===== src/rtl/pc_seq_pkg.sv =====
// Shared definitions for the program-counter sequencer.
// Holds FSM state encodings, exception cause codes and the PC constants
// (width, sequential increment, exception/boot vector).
package pc_seq_pkg;

   localparam int PC_W = 16;

   // Sequential increment added to the PC.
   localparam logic [PC_W-1:0] INSTR_BYTES = 16'd2;

   // Exception/boot vector.
   // The PC register loads this value whenever pc_en is low.
   localparam logic [PC_W-1:0] EXC_VEC = 16'h0000;

   typedef enum logic [2:0] {
      ST_BOOT  = 3'd0,
      ST_RUN   = 3'd1,
      ST_STALL = 3'd2,
      ST_EXC   = 3'd3,
      ST_HALT  = 3'd4
   } state_t;

   localparam logic [1:0] CAUSE_NONE  = 2'b00;
   localparam logic [1:0] CAUSE_ILL   = 2'b01;
   localparam logic [1:0] CAUSE_MISAL = 2'b10;

endpackage


===== src/rtl/pc_target_mux.sv =====
// Purpose : priority selection of the redirect target (jr > jump > branch) plus misaligned flag.
// Latency : purely combinational, zero cycles.
// Backpressure: none; the caller decides whether the selection is used.
// Ports   : i_jr/i_jump/i_branch_taken request flags with their targets;
//           o_redir = some redirect requested, o_target = chosen target,
//           o_misal = chosen target has bit0 set.
module pc_target_mux
   import pc_seq_pkg::*;
(
   input  logic            i_jr,
   input  logic [PC_W-1:0] i_jr_target,
   input  logic            i_jump,
   input  logic [PC_W-1:0] i_jump_target,
   input  logic            i_branch_taken,
   input  logic [PC_W-1:0] i_branch_target,
   output logic            o_redir,
   output logic [PC_W-1:0] o_target,
   output logic            o_misal
);

   always_comb begin
      o_redir  = 1'b0;
      o_target = '0;
      if (i_jr) begin
         o_redir  = 1'b1;
         o_target = i_jr_target;
      end else if (i_jump) begin
         o_redir  = 1'b1;
         o_target = i_jump_target;
      end else if (i_branch_taken) begin
         o_redir  = 1'b1;
         o_target = i_branch_target;
      end
      // Only a taken redirect can be misaligned.
      // Sequential fetch is never flagged.
      o_misal = o_redir & o_target[0];
   end

endmodule


===== src/rtl/pc_sequencer.sv =====
// Purpose : next-PC controller with BOOT/RUN/STALL/EXC/HALT fetch FSM and epc/cause capture.
// Latency : outputs combinational from state+inputs; redirect visible on PC one cycle later.
// Backpressure: stall/halt hold the PC with pc_en=1 (pc_en=0 would vector to EXC_VEC).
// Ports   : clk, rst (sync, active-high); pc_cur; stall; branch/jump/jr requests and targets;
//           illegal_instr, halt_req, resume -> pc_next, pc_en, flush, epc, cause, state_o.
//           Optional exc_count[7:0] (saturating exception counter) when PC_SEQ_EXC_COUNT_EN is defined.
module pc_sequencer
   import pc_seq_pkg::*;
(
   input  logic            clk,
   input  logic            rst,
   input  logic [PC_W-1:0] pc_cur,
   input  logic            stall,
   input  logic            branch_taken,
   input  logic [PC_W-1:0] branch_target,
   input  logic            jump,
   input  logic [PC_W-1:0] jump_target,
   input  logic            jr,
   input  logic [PC_W-1:0] jr_target,
   input  logic            illegal_instr,
   input  logic            halt_req,
   input  logic            resume,
   output logic [PC_W-1:0] pc_next,
   output logic            pc_en,
   output logic            flush,
   output logic [PC_W-1:0] epc,
   output logic [1:0]      cause,
`ifdef PC_SEQ_EXC_COUNT_EN
   output logic [7:0]      exc_count,
`endif
   output logic [2:0]      state_o
);

   state_t          r_state;
   state_t          w_state_nxt;
   logic [PC_W-1:0] r_epc;
   logic [1:0]      r_cause;

   logic            w_redir;
   logic [PC_W-1:0] w_target;
   logic            w_misal;
   logic            w_exc;
   logic [1:0]      w_exc_code;

   pc_target_mux u_target_mux (
      .i_jr            (jr),
      .i_jr_target     (jr_target),
      .i_jump          (jump),
      .i_jump_target   (jump_target),
      .i_branch_taken  (branch_taken),
      .i_branch_target (branch_target),
      .o_redir         (w_redir),
      .o_target        (w_target),
      .o_misal         (w_misal)
   );

   always_ff @(posedge clk) begin
      if (rst) begin
         r_state <= ST_BOOT;
         r_epc   <= '0;
         r_cause <= CAUSE_NONE;
      end else begin
         r_state <= w_state_nxt;
         if (w_exc) begin
            r_epc   <= pc_cur;
            r_cause <= w_exc_code;
         end
      end
   end

   always_comb begin
      w_state_nxt = r_state;
      pc_en       = 1'b1;
      pc_next     = pc_cur;
      flush       = 1'b0;
      w_exc       = 1'b0;
      w_exc_code  = CAUSE_NONE;

      case (r_state)
         ST_BOOT: begin
            pc_en       = 1'b0;
            pc_next     = EXC_VEC;
            flush       = 1'b1;
            w_state_nxt = ST_RUN;
         end

         ST_RUN: begin
            // A stalled instruction is not yet valid.
            // Its exception flags are therefore meaningless.
            if (!stall && (illegal_instr || w_misal)) begin
               w_exc       = 1'b1;
               w_exc_code  = illegal_instr ? CAUSE_ILL : CAUSE_MISAL;
               pc_en       = 1'b0;
               pc_next     = EXC_VEC;
               flush       = 1'b1;
               w_state_nxt = ST_EXC;
            end else if (!halt_req && stall) begin
               w_state_nxt = ST_STALL;
            end else begin
               // Normal advance.
               // This also covers the halt_req cycle, which still advances.
               pc_next = w_redir ? w_target : (pc_cur + INSTR_BYTES);
               if (halt_req) begin
                  w_state_nxt = ST_HALT;
               end
            end
         end

         ST_STALL: begin
            if (!stall) begin
               w_state_nxt = ST_RUN;
            end
         end

         ST_EXC: begin
            // The PC already holds EXC_VEC.
            // Spend one bubble cycle here.
            flush       = 1'b1;
            w_state_nxt = ST_RUN;
         end

         ST_HALT: begin
            if (resume) begin
               w_state_nxt = ST_RUN;
            end
         end

         default: begin
            pc_en       = 1'b0;
            pc_next     = EXC_VEC;
            flush       = 1'b1;
            w_state_nxt = ST_BOOT;
         end
      endcase
   end

`ifdef PC_SEQ_EXC_COUNT_EN
   logic [7:0] r_exc_count;

   always_ff @(posedge clk) begin
      if (rst) begin
         r_exc_count <= 8'h00;
      end else if (w_exc && (r_exc_count != 8'hFF)) begin
         r_exc_count <= r_exc_count + 8'd1;
      end
   end

   assign exc_count = r_exc_count;
`endif

   assign epc     = r_epc;
   assign cause   = r_cause;
   assign state_o = r_state;

endmodule


===== config.mk =====
export PLATFORM = sky130hd
export DESIGN_NAME = pc_sequencer
export DESIGN_NICKNAME = d
export VERILOG_FILES = /design/src/rtl/pc_seq_pkg.sv /design/src/rtl/pc_target_mux.sv /design/src/rtl/pc_sequencer.sv
export SDC_FILE = /design/constraint.sdc
export NUM_CORES = 1
export LEC_CHECK = 0
export ABC_AREA = 1
export CAP_MARGIN = 25
export CORE_UTILIZATION = 41
export DETAILED_ROUTE_END_ITERATION = 16
export PLACE_DENSITY = 0.83
export SETUP_SLACK_MARGIN = 0.5
export SLEW_MARGIN = 5
export SYNTH_ARGS = -nofsm -noshare
export SYNTH_HDL_FRONTEND = slang
export SYNTH_SLANG_ARGS = --single-unit

===== constraint.sdc =====
create_clock -name clk -period 1.9 [get_ports clk]
set_input_delay 0.38 -clock clk [delete_from_list [all_inputs] [get_ports clk]]
set_output_delay 0.38 -clock clk [all_outputs]
set_load 0.05 [all_outputs]

==> qor.txt, run 1 <==
Synth warnings - 0
Top FF cell, synth - dfxtp_1
Yosys top cell area share - 28.28%
Clock Path Buffers - 2
Yosys reg bits - 21
EDFF count, synth - 0
# port buffers - 111
largest net degree at the start of global routing - 22
cell accounting for the most synthesized area - nand2_1
stage where the run ended - global routing (5_1_grt)
# hold bufs at CTS - 0
Synth Area per Inst - 5.678 um^2
grt total ovfl - 5
status - stopped before the end
Mapped Nets - 455
clk sink count - 21
type of pin the worst path ends at - top-level output
Initial Utilization - 42.36%
Worst endpoint, post-GRT repair - pc_next[5]
half-perimeter wire length after placement - 6948 um
Die Span X - 74.64 um
Syn Inst Count - 381
placer's final routability congestion estimate - 0.8789
CTS buffer count - 3
post-synthesis sequential area ratio - 19.43%
Root Driver - clkbuf_8
synth unique cells - 34
GRT Total Usage - 74.43%
CTS H-tree lvls - 1
most common cell in the netlist - nand2_1
commonest cells in the netlist - nand2_1, a21oi_1, inv_1, nor2_1, dfxtp_1
I/O pin cnt - 112
synth top area cells - nand2_1, dfxtp_1, a21oi_1
row cnt - 26
DIE HEIGHT - 74.64 um
ys async rst share - 0%
Run Error - [ERROR GRT-0232] Routing congestion too high. Check the congestion heatmap in the GUI.
Post-Syn Area - 2163 um^2
[metal layers]
metal  track usage, %  GRT overflow
met1            70.68             0
met3            65.73             1
met4            70.23             2
met5            32.41             0
met2            92.09             2
[logic make-up after synthesis]
kind of cell / synth area share (%)
buffers and inverters: 11.05
DFF: 19.43
and+or+nand+nor: 45.11
AOI/OAI and AO/OA: 23.02
adders and majority gates: 0.5783
xor gates and xnor gates: 0.8099
[what timing repair did]
action	4_1_cts
cloned	3
pin swaps	43
setup buffers	19
gates resized for setup	210
endpoints found under the setup margin	58
[through the flow]
| stage | area [um^2] | hold slack [ps] | instances | utilization, % | worst slack [ps] |
|---|---|---|---|---|---|
| 2_1_floorplan | 2371 | 449.1 | 381 | - | -8.648 |
| 3_3_place_gp | 4071 | 448.7 | 600 | 79.72 | -605.7 |
| 3_5_place_dp | 4071 | 451.8 | 600 | 79.72 | -646.1 |
| 4_1_cts | 4702 | 422.4 | 626 | 92.06 | -171.4 |
==> run 2, diff against run 1 <==
CORE_UTILIZATION = 40   (was 41)
PLACE_DENSITY = default   (was 0.83)
PLACE_DENSITY_LB_ADDON = 0.15   (was default)
SETUP_SLACK_MARGIN = default   (was 0.5)
==> qor.txt, run 2 <==
Multi-input gate area - 1991 um^2
Via density - 5.434
post-synthesis simple-gate area fraction - 45.11% (unchanged)
commonest non-fill, non-tap cell in the layout - nand2_1
layout cell share with drive strength beyond 1 - 44.97%
Area Growth Syn to Fin - 108.4%
CP Class - in2out
vias in the first global route - 3104
Slew Limit Fails - 0
I/O pin cnt - 112 (unchanged)
Clock Path Buffers - 2 (unchanged)
CTS tree - built
Reg clk slew, reported paths - 80 ps
Mapped Nets - 455 (unchanged)
TritonRoute pass-1 iters - 5
crit path DAT - 1640 ps
Fin. Hold Viols - 0
Synth Area in Adders - 0.5784% (unchanged)
Post-Layout Cell Count - 617
Layout Nets - 622
maximum vdd drop - 523.8 uV
Syn Inst Count - 381 (unchanged)
RSZ-0062 raised after global routing - yes
CP Data Required Time - 1520 ps
CTS H-tree lvls - 1 (unchanged)
Post-DP Area - 3933 um^2 (-3.4%)
synth unique cells - 34 (unchanged)
diode count - 0
Top FF cell, synth - dfxtp_1
HP Class - in2reg
Yosys reg bits - 21 (unchanged)
critical path cell sequence - buf_12, inv_6, or2_4, nand2_4, nand2_4, a21oi_4, buf_6, o21ai_4, o21ai_4, buf_12
Initial DRC Count - 246
routed metal-1 wire length - 3795 um
setup ws final - -117.0 ps
drc violations - 0
DIE HEIGHT - 75.54 um (+1.2%)
Sw Share - 45.56%
dpl ws - -628.7 ps (+17.42 ps)
Yosys top cell area share - 28.28% (unchanged)
CTS buffer count - 3 (unchanged)
routed wl met2 - 5466 um
slowest stage delay, CP - 230 ps
grt total ovfl - 0
Post-Syn Area - 2163 um^2 (unchanged)
Reg area - 424.2 um^2
Slew HR - 65.46%
Antenna Nets Post-Route - 0
Design Area, Final - 4509 um^2
origin of the worst min-delay path - pc_cur[12]
initial antenna violation count - 0
max reg flops - 16
leakage power - 0.002016 uW
synth top area cells - nand2_1, dfxtp_1, a21oi_1
fin crit period - 2017 ps
top routing layer used - met4
status - finished with violations
EDFF count, synth - 0 (unchanged)
Root Driver - clkbuf_8
type of origin of the critical path - primary input
core area - 5172 um^2
Power Density - 561.9 nW/um^2
final hold slack - 424.3 ps
clk sink count - 21 (unchanged)
fraction of synthesized area in multiplexers - 0% (unchanged)
XOR/XNOR share of the synthesized area - 0.8097% (unchanged)
commonest cells after routing, fill and taps aside - nand2_1, buf_4, clkdlybuf4s50_1, nand2_2, a21oi_1
crit-path max FO - 6
Clock power frac - 12.1%
first-pass GRT wire length - 14130 um
Tcrit/Tclk final - 106.2%
cell accounting for the most synthesized area - nand2_1
die area - 5706 um^2
failing checks - setup timing
max cap viols - 0
placer's final routability congestion estimate - 0.9892 (+13%)
Clk Latency, worst-skew pair - 270 ps
sw power - 1154 uW
Crit-path slowest cell - or2_4
Die Span X - 75.54 um (+1.2%)
Final Util - 87.18%
CP Launch Point - jr
Worst-Margin Slew - 516.5 ps
commonest cells in the netlist - nand2_1, a21oi_1, inv_1, nor2_1, dfxtp_1
Synth Area per Inst - 5.678 um^2 (unchanged)
GRT Total Usage - 32.54%
row cnt - 26 (unchanged)
drt total wl - 10230 um
largest family of logic cells by synthesized area - simple AND/OR/NAND/NOR gates
most common cell in the netlist - nand2_1
Synth warnings - 0 (unchanged)
Sequential Power Share - 19.6%
CP Capture Type - output port
Synth Area in Compound Gates - 23.02% (unchanged)
half-perimeter wire length after placement - 6694 um (-3.7%)
largest net degree at the start of global routing - 22
ys async rst share - 0% (unchanged)
routed wl met3 - 516 um
# port buffers - 111 (unchanged)
Max Clock Skew - 1.994 ps
Placed Cells - 600 (unchanged)
worst r2r src - state_o[1]$_SDFFE_PP0P_
Initial Utilization - 41.82% (-0.53 points)
endpoints failing setup - 11
post-synthesis sequential area ratio - 19.43% (unchanged)
DR WL/cell - 16.57 um
fmax - 495.8 MHz
via count - 3353
Comb pwr share - 68.4%
fillers - 283
Int Pwr - 1379 uW
-- run 2: cell counts after synthesis --
No cell type changed its count.
-- run 2: stage by stage --
| step | power (uW) | setup TNS [ps] |
|---|---|---|
| 2_1_floorplan | 1287 | -38.51 |
| 3_3_place_gp | 1997 | -13170 |
| 3_5_place_dp | 2019 | -14360 |
| 4_1_cts | 2388 | -1021 |
| 5_1_grt | 2632 | -1620 |
| 6_report | 2534 | -660.7 |
-- run 2: cells by family after synthesis --
family          Yosys count
fa+ha+maj                 1
buf+inv                  46
simple gates            228
xor+xnor                  2
compound gates           83
flops                    21
-- run 2: timing repair --
item / in CTS / in global routing
endpoints found under the setup margin: 29 / 18
buffers inserted: 8 / 5
gates cloned: 0 / 1
hold endpoints to repair: 0 / 0
hold buffers: 0 / 0
pin swaps: 41 / 70
gates resized for setup: 133 / 117
-- run 2: path summary, 6_finish.rpt --
| kind | slack [ps] | endpoint | cells after the start |
|---|---|---|---|
| setup / recovery | -120 | pc_next[0] | 10 |
| hold / removal | 420 | epc[12]$_SDFFE_PP0P_ | 3 |
| setup reg to reg | 240 | epc[4]$_SDFFE_PP0P_ | 9 |
| hold reg to reg | 470 | epc[14]$_SDFFE_PP0P_ | 2 |
-- run 2: cell type report --
class | count | area share, %
Clock buffer | 4 | 0.9989
Inverter | 27 | 2.858
Multi-Input combinational cell | 314 | 44.15
Sequential cell | 21 | 9.406
Tap cell | 70 | 1.942
Timing Repair Buffer | 181 | 40.65
-- run 2: power groups by stage --
stage          combinational, uW  clock [uW]  sequential [uW]
2_1_floorplan                679           0              608
3_3_place_gp                1500           0              502
3_5_place_dp                1520           0              502
4_1_cts                     1600         300              492
5_1_grt                     1810         320              500
6_report                    1730         306              495
-- run 2: routing by layer --
layer,global-route usage (%),vias up
met1,36.24,1566
met4,15.02,0
met2,60.81,168
met3,4.630,47
li1,-,1572
met5,0,-
-- run 2: critical path, delay by kind of cell --
family | cells | cell delay (ps)
and+or+nand+nor | 3 | 400
AOI/OAI and AO/OA | 3 | 390
buffers and inverters | 4 | 450
Power figures use the tool's default switching activity.
==> run 3, diff against run 2 <==
CTS_CLUSTER_DIAMETER = 40   (was default)
==> results of run 3 <==
Same layout as run 2: the final DEF is identical, and so are final timing and power.
